**src/rtl/time_keeper_if.sv**
```systemverilog
// Control and time-of-day bundle between the button front-end, the
// time keeper and the 7-segment display driver.
interface time_keeper_if;
    logic [1:0] select;
    logic       increment;
    logic       decrement;
    logic       mode_12h;
    logic       alarm_en;
    logic [4:0] alarm_hour;
    logic [5:0] alarm_min;
    logic [5:0] sec_out;
    logic [5:0] min_out;
    logic [4:0] hour_out;
    logic [4:0] hour_disp;
    logic       pm;
    logic       tick_1hz;
    logic       alarm_pulse;

    // Front-end side: drives the buttons and alarm settings, reads the time.
    modport master (
        output select, increment, decrement, mode_12h, alarm_en, alarm_hour, alarm_min,
        input  sec_out, min_out, hour_out, hour_disp, pm, tick_1hz, alarm_pulse
    );

    // Time keeper side.
    modport slave (
        input  select, increment, decrement, mode_12h, alarm_en, alarm_hour, alarm_min,
        output sec_out, min_out, hour_out, hour_disp, pm, tick_1hz, alarm_pulse
    );
endinterface

```
**src/rtl/time_keeper.sv**
```systemverilog
// 24h HH:MM:SS clock driven by a clk-derived 1 Hz prescaler, with
// increment/decrement field setting, a 12h display view and a one-shot alarm.
module time_keeper #(
    parameter int unsigned CLK_FREQ_HZ = 1000,
    parameter int unsigned CNT_W       = 32
) (
    input logic          clk,
    input logic          reset_n,
    time_keeper_if.slave bus
);

    localparam logic [CNT_W-1:0] CNT_MAX = CNT_W'(CLK_FREQ_HZ - 1);

    logic [CNT_W-1:0] cnt_q, cnt_n;
    logic [5:0]       sec_q, sec_n;
    logic [5:0]       min_q, min_n;
    logic [4:0]       hour_q, hour_n;
    logic             tick_q, alarm_q, alarm_n;
    logic             inc_q, dec_q;

    logic             inc_evt, dec_evt, one_evt;
    logic             wrap, sec_set, min_set, hour_set, tick;
    logic [5:0]       sec_t, min_t;
    logic [4:0]       hour_t;
    logic             carry_min, carry_hour;

    // Next-state: prescaler, tick carry chain, set overrides and alarm match.
    always_comb begin
        inc_evt  = bus.increment & ~inc_q;
        dec_evt  = bus.decrement & ~dec_q;
        one_evt  = inc_evt ^ dec_evt;
        wrap     = (cnt_q == CNT_MAX);
        sec_set  = one_evt && (bus.select == 2'b00);
        min_set  = one_evt && (bus.select == 2'b01);
        hour_set = one_evt && (bus.select == 2'b10);
        // Clearing seconds restarts the second, so it swallows a coincident tick.
        tick     = wrap && !sec_set;

        cnt_n = (wrap || sec_set) ? '0 : cnt_q + 1'b1;

        carry_min  = (sec_q == 6'd59);
        carry_hour = carry_min && (min_q == 6'd59);
        sec_t  = carry_min ? 6'd0 : sec_q + 6'd1;
        min_t  = carry_min ? ((min_q == 6'd59) ? 6'd0 : min_q + 6'd1) : min_q;
        hour_t = carry_hour ? ((hour_q == 5'd23) ? 5'd0 : hour_q + 5'd1) : hour_q;

        sec_n  = sec_set ? 6'd0 : (tick ? sec_t : sec_q);
        min_n  = tick ? min_t : min_q;
        hour_n = tick ? hour_t : hour_q;

        // A set field is computed from its pre-tick value; tick carry into it is dropped.
        if (min_set) begin
            if (inc_evt) min_n = (min_q == 6'd59) ? 6'd0 : min_q + 6'd1;
            else         min_n = (min_q == 6'd0) ? 6'd59 : min_q - 6'd1;
        end
        if (hour_set) begin
            if (inc_evt) hour_n = (hour_q == 5'd23) ? 5'd0 : hour_q + 5'd1;
            else         hour_n = (hour_q == 5'd0) ? 5'd23 : hour_q - 5'd1;
        end

        // Only a pure tick can fire the alarm; stored fields never exceed range,
        // so out-of-range alarm settings simply never compare equal.
        alarm_n = tick && !min_set && !hour_set && bus.alarm_en &&
                  (hour_n == bus.alarm_hour) && (min_n == bus.alarm_min) &&
                  (sec_n == 6'd0);
    end

    // State registers; edge detectors follow the button levels even in reset.
    always_ff @(posedge clk) begin
        inc_q <= bus.increment;
        dec_q <= bus.decrement;
        if (!reset_n) begin
            cnt_q   <= '0;
            sec_q   <= '0;
            min_q   <= '0;
            hour_q  <= '0;
            tick_q  <= 1'b0;
            alarm_q <= 1'b0;
        end else begin
            cnt_q   <= cnt_n;
            sec_q   <= sec_n;
            min_q   <= min_n;
            hour_q  <= hour_n;
            tick_q  <= tick;
            alarm_q <= alarm_n;
        end
    end

    // 12h display view and pm flag, derived from the 24h hour.
    always_comb begin
        bus.pm = (hour_q >= 5'd12);
        if (!bus.mode_12h)        bus.hour_disp = hour_q;
        else if (hour_q == 5'd0)  bus.hour_disp = 5'd12;
        else if (hour_q > 5'd12)  bus.hour_disp = hour_q - 5'd12;
        else                      bus.hour_disp = hour_q;
    end

    assign bus.sec_out     = sec_q;
    assign bus.min_out     = min_q;
    assign bus.hour_out    = hour_q;
    assign bus.tick_1hz    = tick_q;
    assign bus.alarm_pulse = alarm_q;

endmodule
```
**src/flat_wrapper.sv**
```systemverilog
// flat-port wrapper written by rule: the top's interface ports become plain ports
module time_keeper_flat 
#(
    parameter int unsigned CLK_FREQ_HZ = 1000,
    parameter int unsigned CNT_W       = 32
)
  (clk, reset_n, bus_select, bus_increment, bus_decrement, bus_mode_12h, bus_alarm_en, bus_alarm_hour, bus_alarm_min, bus_sec_out, bus_min_out, bus_hour_out, bus_hour_disp, bus_pm, bus_tick_1hz, bus_alarm_pulse);
  time_keeper_if bus_i ();
  input logic clk;
  input logic reset_n;
  input wire logic [$bits(bus_i.select)-1:0] bus_select;
  input wire logic [$bits(bus_i.increment)-1:0] bus_increment;
  input wire logic [$bits(bus_i.decrement)-1:0] bus_decrement;
  input wire logic [$bits(bus_i.mode_12h)-1:0] bus_mode_12h;
  input wire logic [$bits(bus_i.alarm_en)-1:0] bus_alarm_en;
  input wire logic [$bits(bus_i.alarm_hour)-1:0] bus_alarm_hour;
  input wire logic [$bits(bus_i.alarm_min)-1:0] bus_alarm_min;
  output wire logic [$bits(bus_i.sec_out)-1:0] bus_sec_out;
  output wire logic [$bits(bus_i.min_out)-1:0] bus_min_out;
  output wire logic [$bits(bus_i.hour_out)-1:0] bus_hour_out;
  output wire logic [$bits(bus_i.hour_disp)-1:0] bus_hour_disp;
  output wire logic [$bits(bus_i.pm)-1:0] bus_pm;
  output wire logic [$bits(bus_i.tick_1hz)-1:0] bus_tick_1hz;
  output wire logic [$bits(bus_i.alarm_pulse)-1:0] bus_alarm_pulse;
  assign bus_i.select = bus_select;
  assign bus_i.increment = bus_increment;
  assign bus_i.decrement = bus_decrement;
  assign bus_i.mode_12h = bus_mode_12h;
  assign bus_i.alarm_en = bus_alarm_en;
  assign bus_i.alarm_hour = bus_alarm_hour;
  assign bus_i.alarm_min = bus_alarm_min;
  assign bus_sec_out = bus_i.sec_out;
  assign bus_min_out = bus_i.min_out;
  assign bus_hour_out = bus_i.hour_out;
  assign bus_hour_disp = bus_i.hour_disp;
  assign bus_pm = bus_i.pm;
  assign bus_tick_1hz = bus_i.tick_1hz;
  assign bus_alarm_pulse = bus_i.alarm_pulse;
  time_keeper #(.CLK_FREQ_HZ(CLK_FREQ_HZ), .CNT_W(CNT_W)) u_core (.clk(clk), .reset_n(reset_n), .bus(bus_i));
endmodule
```
**config.mk**
```make
export PLATFORM = sky130hd
export DESIGN_NAME = time_keeper_flat
export DESIGN_NICKNAME = d
export VERILOG_FILES = /design/src/rtl/time_keeper_if.sv /design/src/rtl/time_keeper.sv /design/src/flat_wrapper.sv
export SDC_FILE = /design/constraint.sdc
export NUM_CORES = 1
export LEC_CHECK = 0
export CAP_MARGIN = 20
export CELL_PAD_IN_SITES_DETAIL_PLACEMENT = 1
export CELL_PAD_IN_SITES_GLOBAL_PLACEMENT = 2
export CORE_MARGIN = 10
export CORE_UTILIZATION = 36
export DETAILED_ROUTE_END_ITERATION = 7
export PLACE_DENSITY_LB_ADDON = 0.1
export SLEW_MARGIN = 20
export SYNTH_ARGS = -nofsm -noshare
export SYNTH_HDL_FRONTEND = slang
export SYNTH_SLANG_ARGS = --single-unit
export TNS_END_PERCENT = 1
```
**constraint.sdc**
```tcl
create_clock -name clk -period 9.01 [get_ports clk]
set_clock_uncertainty 0.15 [all_clocks]
set_input_delay 1.802 -clock clk [delete_from_list [all_inputs] [get_ports clk]]
set_output_delay 1.802 -clock clk [all_outputs]
set_load 0.01 [all_outputs]
```
---- After elaboration in Yosys (flattened, before gate mapping) ----
Cells that the tools add are included.
cells by class
  $add $sub $neg .......................... 7
  magnitude comparators ................... 2
  equal/unequal tests ..................... 8
  mux-type cells .......................... 18
  bitwise gates (word level) .............. 6
  reduce and logical (&&, ||, !) cells .... 20
operators by type and width
  cell                                                                             count
  6-bit 2-to-1 mux                                                                 9
  5-bit 2-to-1 mux                                                                 9
  32-bit by 1-bit adder with 32-bit output, second input constant                  1
  32-bit by 10-bit equality test with 1-bit output, second input constant          1
  6-bit by 1-bit adder with 6-bit output, second input constant                    2
  6-bit equality test, second input constant                                       2
  6-bit logical NOT                                                                2
  1-bit logical AND                                                                11
  6-bit equality test                                                              1
  6-bit by 1-bit subtractor with 6-bit output, second input constant               1
  5-bit by 1-bit adder with 5-bit output, second input constant                    1
  5-bit equality test                                                              1
  5-bit equality test, second input constant                                       1
  5-bit by 4-bit >= comparator with 1-bit output, second input constant            1
  5-bit by 4-bit greater-than comparator with 1-bit output, second input constant  1
  5-bit logical NOT                                                                1
  5-bit by 1-bit subtractor with 5-bit output, second input constant               1
  5-bit by 4-bit subtractor with 5-bit output, second input constant               1
  1-bit logical NOT                                                                3
  1-bit inverter                                                                   3
  1-bit AND                                                                        2
  2-bit by 1-bit equality test with 1-bit output, second input constant            1
  2-bit equality test, second input constant                                       1
  2-bit logical NOT                                                                1
  3 further kinds                                                                  3
word-level totals
  flip-flop bits (word level) ............. 53
  bits of input ports ..................... 19
  output and inout port bits .............. 25
  word-level logic and storage cells ...... 69

---- Logic depth before layout (Yosys ltp) ----
  depth in word-level cells ............... 12
  mapped depth ............................ 12
  depth with buffers taken out ............ 10

---- Least setup slack after synthesis ----
Ideal clock, no wire load.
  path kind ............................... input to output
  from .................................... input bus_mode_12h
  to ...................................... output bus_hour_disp[3]
  arrival time ............................ 2.255 ns
  required time ........................... 7.058 ns
  slack ................................... 4.803 ns
  stages .................................. 3
  buffers on the path ..................... 0
  cell sequence ........................... o21ai_0 nor2_1 o21ai_0
between the ends
  longest elaborated chain between the ends .. 1
RTL lines
  what              line                source
  from (decl)       flat_wrapper.sv:14  input wire logic [$bits(bus_i.mode_12h)-1:0] bus_mode_12h;
  5-bit 2-to-1 mux  time_keeper.sv:92   if (!bus.mode_12h) bus.hour_disp = hour_q;
  to (decl)         flat_wrapper.sv:21  output wire logic [$bits(bus_i.hour_disp)-1:0] bus_hour_disp;
Every way passes these cells.

---- Worst setup path after layout ----
  from .................................... input bus_mode_12h
  to ...................................... output bus_hour_disp[2]
Same word-level chain as after synthesis.

==> run summary <==
FLOORPLANNING
----------------------------------------------------------------------------------------
Y dimension of the die                                                            119 µm
Die extent in x                                                                   119 µm
Core area                                                                       9370 µm²
Placement row count                                                                   35
Initial core utilization                                                           37.5%
Total die area                                                                 14100 µm²
Top-Level Pins                                                                        44

STA
----------------------------------------------------------------------------------------
Final-report setup violation count                                                     0
Aggregate negative setup slack                                                      0 ns
Final Hold Violating Endpoints                                                         0
Worst-case hold slack                                                           0.303 ns
Max Freq                                                                         190 MHz
Final critical-path share of the clock period                                      58.4%
Time the worst path needs with I/O delays and setup                              5.26 ns
Max-slew violations                                                                    0
Transition time of the tightest slew-check pin                                  0.682 ns
Slew Limit Headroom                                                                54.6%
Unrepaired setup endpoints after global routing                                       no

LAYOUT
----------------------------------------------------------------------------------------
Final core occ                                                                     44.4%
Layout-stage area growth over the synthesis result                                 18.4%
Total number of nets in the final design                                             506
Layout cells sized above 1                                                         5.45%
Most frequent standard cell in the layout excluding fill and tap cells            nor2_1
Commonest cells after routing, fill and taps aside                          nor2_1 (58), dfxtp_1 (53), clkdlybuf4s50_1 (43), nand2_1 (42), nand3_1 (27)
Final non-filler cell total                                                          606
Diodes inserted                                                                        0

SYNTH
----------------------------------------------------------------------------------------
Netlist area before placement                                                   3510 µm²
Syn_nets                                                                             472
Count of distinct cell types in the synthesized netlist                               59
Total of flip-flops plus latches after synthesis                                      53
Yosys warning total                                                                    0
Most common flop cell mapped by yosys                                            dfxtp_1
Average footprint of a synthesized cell                                         7.95 µm²
Part of the Yosys area used for sequential elements                                30.2%
Mapped Cells                                                                         442
Share of synthesized flip-flops with an asynchronous set or reset                     0%
EDFF count, synth                                                                      0

PLACED DESIGN
----------------------------------------------------------------------------------------
Final GP Congestion                                                                0.800
Placed Instances                                                                     598
Port buffer count                                                                     43
Detail Placement HPWL                                                            7.79 mm

GRT
----------------------------------------------------------------------------------------
Pin count of the biggest net entering global routing                                  33
Global-route usage over all layers                                                 14.3%
Number of global-route vias before repair                                           3383
Initial antenna violation count                                                        0
Global route total overflow                                                            0
Global-route wire length before repair                                           17.2 mm

CRITICAL PATH
----------------------------------------------------------------------------------------
Highest net fanout along the worst path                                                6
Kind of end point of the critical path                                        output pin
Launching point of the worst reg2reg path                                   u_core.bus.min_out[0]
Most common cell on crit path                                               clkdlybuf4s50_1
Worst path bufs/invs                                                                   2
Highest-delay cell along the critical path                                  clkdlybuf4s50_1
Worst reg2reg setup slack                                                        5.53 ns
Endpoint of the most critical register-to-register path                     u_core.bus.alarm_pulse
Max stage delay on crit path                                                     0.56 ns
Worst Setup Start Kind                                                         input pin
Crit path cell chain                                                        clkdlybuf4s50_1 -> o21ai_0 -> xnor2_1 -> nand2_1 -> clkdlybuf4s50_1
Number of cells on the worst reg-to-reg path                                           9
Type of the worst setup path                                                input pin to output pin
Category of cells accounting for the largest share of critical-path delay   buffers and inverters
Required time of the critical path                                               7.06 ns
Arrival time at the worst endpoint                                               3.31 ns

DRT
----------------------------------------------------------------------------------------
Vias post-DR                                                                        3295
Detailed-route vias per instance                                                    5.44
First-pass iteration count of the detailed router                                      4
Count of antenna-violating nets left after detailed routing                            0
Per-cell routed wire length                                                      16.9 µm
Remaining routing DRC violations                                                       0
Starting DRC count in detailed routing                                               188
Final wirelength                                                                 10.3 mm

WORST HOLD PATH
----------------------------------------------------------------------------------------
Tightest Hold Check Type                                                    flip-flop to flip-flop
Hold wc startpoint                                                          u_core.cnt_q[0]
Worst hold stages                                                                      1
Worst hold endpoint                                                         u_core.cnt_q[0]

CLOCK TREE
----------------------------------------------------------------------------------------
Post-CTS setup buffer count                                                            0
Post-CTS resize count                                                                  0
Total CTS buffers                                                                      5
Master cell of the clock root buffer                                            clkbuf_8
Clock Tree Buf Depth                                                                   2
Cts-stage hold buffer count                                                            0
H-tree depth                                                                           2
CTS tree                                                                            done
Number of clock sinks                                                                 53
Clock slew at the register clock pins of the worst setup and hold paths          0.10 ns
Clock latency on the worst-skew pair                                             0.31 ns

POWER
----------------------------------------------------------------------------------------
Net Sw Power                                                                      144 µW
Share of power burned in the clock network                                         33.4%
P_int                                                                             364 µW
Power share of the sequential group                                                48.9%
PnR Total Power                                                                   508 µW
PwrDens                                                                       122 nW/µm²
Pleak                                                                            1.53 nW
Sw Ratio                                                                           28.4%
Largest vdd supply drop                                                        0.0639 mV
Combinational power share                                                          17.7%

FLOW RUN
----------------------------------------------------------------------------------------
Max-cap check violation count                                                          0

RUN STATUS
----------------------------------------------------------------------------------------
Run status                                                                  finished clean

-- per-stage QoR --
| stage | area [µm²] | worst slack, ns |
|---|---|---|
| 6_report | 4160 | 3.75 |
| 2_1_floorplan | 3510 | 4.80 |
| 3_5_place_dp | 4050 | 3.73 |
| 4_1_cts | 4160 | 3.73 |
| 3_3_place_gp | 4050 | 3.79 |
| 5_1_grt | 4160 | 3.60 |
-- cell type report --
| class | count | area (µm²) |
|---|---|---|
| clock buffers | 6 | 72.6 |
| flip-flops and latches | 53 | 1060 |
| fillers | 1197 | 5210 |
| multi-input cells | 356 | 2330 |
| well taps | 129 | 161 |
| clock inverters | 2 | 38.8 |
| repair buffers | 45 | 445 |
| inverters | 15 | 56.3 |
-- metal layers --
metal / track usage [%] / up-vias / part of all wire (%)
li1: - / 1647 / -
met1: 17.7 / 1602 / 46
met2: 25.5 / 38 / 50
met3: 2.00 / 8 / 2.4
met4: 2.98 / 0 / 1.0
met5: 0 / - / 0
-- worst reg2reg max path, delay by kind of cell, from the launching register on --
kind                     cells  cell delay, ns
AO/OA/AOI/OAI                3            1.25
AND/OR/NAND/NOR              4            0.86
flip-flops                   1            0.57
adder cells (fa/ha/maj)      1            0.35
multiplexers                 1            0.21
-- power groups by stage --
stage          registers [mW]  clock network (mW)  logic, mW
2_1_floorplan           0.249                   0     0.0588
3_3_place_gp            0.254                   0     0.0898
3_5_place_dp            0.254                   0     0.0905
4_1_cts                 0.248               0.176     0.0911
5_1_grt                 0.250               0.184      0.100
6_report                0.248               0.169     0.0900
-- synth_stat cells (6+ instances only) --
| cell | number | share of area [%] |
|---|---|---|
| nand2_1 | 42 | 4.5 |
| inv_1 | 14 | 1.5 |
| mux2i_1 | 7 | 2.0 |
| a211oi_1 | 8 | 1.7 |
| ha_1 | 11 | 3.9 |
| nor3_1 | 16 | 2.3 |
| and3_1 | 13 | 2.3 |
| or3_1 | 6 | 1.1 |
| o21ai_0 | 12 | 1.7 |
| nor2b_1 | 11 | 2.0 |
| xor2_1 | 23 | 5.7 |
| nand2b_1 | 7 | 1.2 |
| nor2_1 | 58 | 6.2 |
| xnor2_1 | 14 | 3.5 |
| nand3_1 | 27 | 3.8 |
| a31oi_1 | 6 | 1.1 |
| and2_1 | 6 | 1.1 |
| dfxtp_1 | 53 | 30 |
| clkbuf_1 | 16 | 1.7 |
| a21oi_1 | 22 | 3.1 |
-- kinds of logic (layout without fill, tap and decap cells) --
family | count (synthesis) | after routing | share of synthesized area, %
adders and majority gates | 11 | 11 | 3.92
buffers and inverters | 33 | 68 | 3.60
DFF | 53 | 53 | 30.2
muxes | 7 | 7 | 1.99
AOI/OAI and AO/OA | 82 | 82 | 18.1
xor gates and xnor gates | 38 | 38 | 9.69
and+or+nand+nor | 218 | 218 | 32.6
-- state kept, by name, summed over array words and instances (netlist names) --
name                    count
u_core.cnt_q               32
u_core.inc_q                1
u_core.bus.alarm_pulse      1
u_core.bus.sec_out          6
u_core.bus.tick_1hz         1
u_core.bus.min_out          6
u_core.bus.hour_out         5
u_core.dec_q                1
-- worst max path at each step --
| stage | depth (start not counted) | to | slack, ns | startpoint |
|---|---|---|---|---|
| finish | 5 | bus_hour_disp[2] | 3.75 | bus_mode_12h |
| global route | 5 | bus_hour_disp[3] | 3.60 | bus_mode_12h |
| CTS | 5 | bus_hour_disp[2] | 3.73 | bus_mode_12h |
| detailed placement | 5 | bus_hour_disp[2] | 3.73 | bus_mode_12h |
| global placement | 5 | bus_hour_disp[2] | 3.79 | bus_mode_12h |
| floorplan | 3 | bus_hour_disp[3] | 4.80 | bus_mode_12h |
Power figures use the tool's default switching activity.
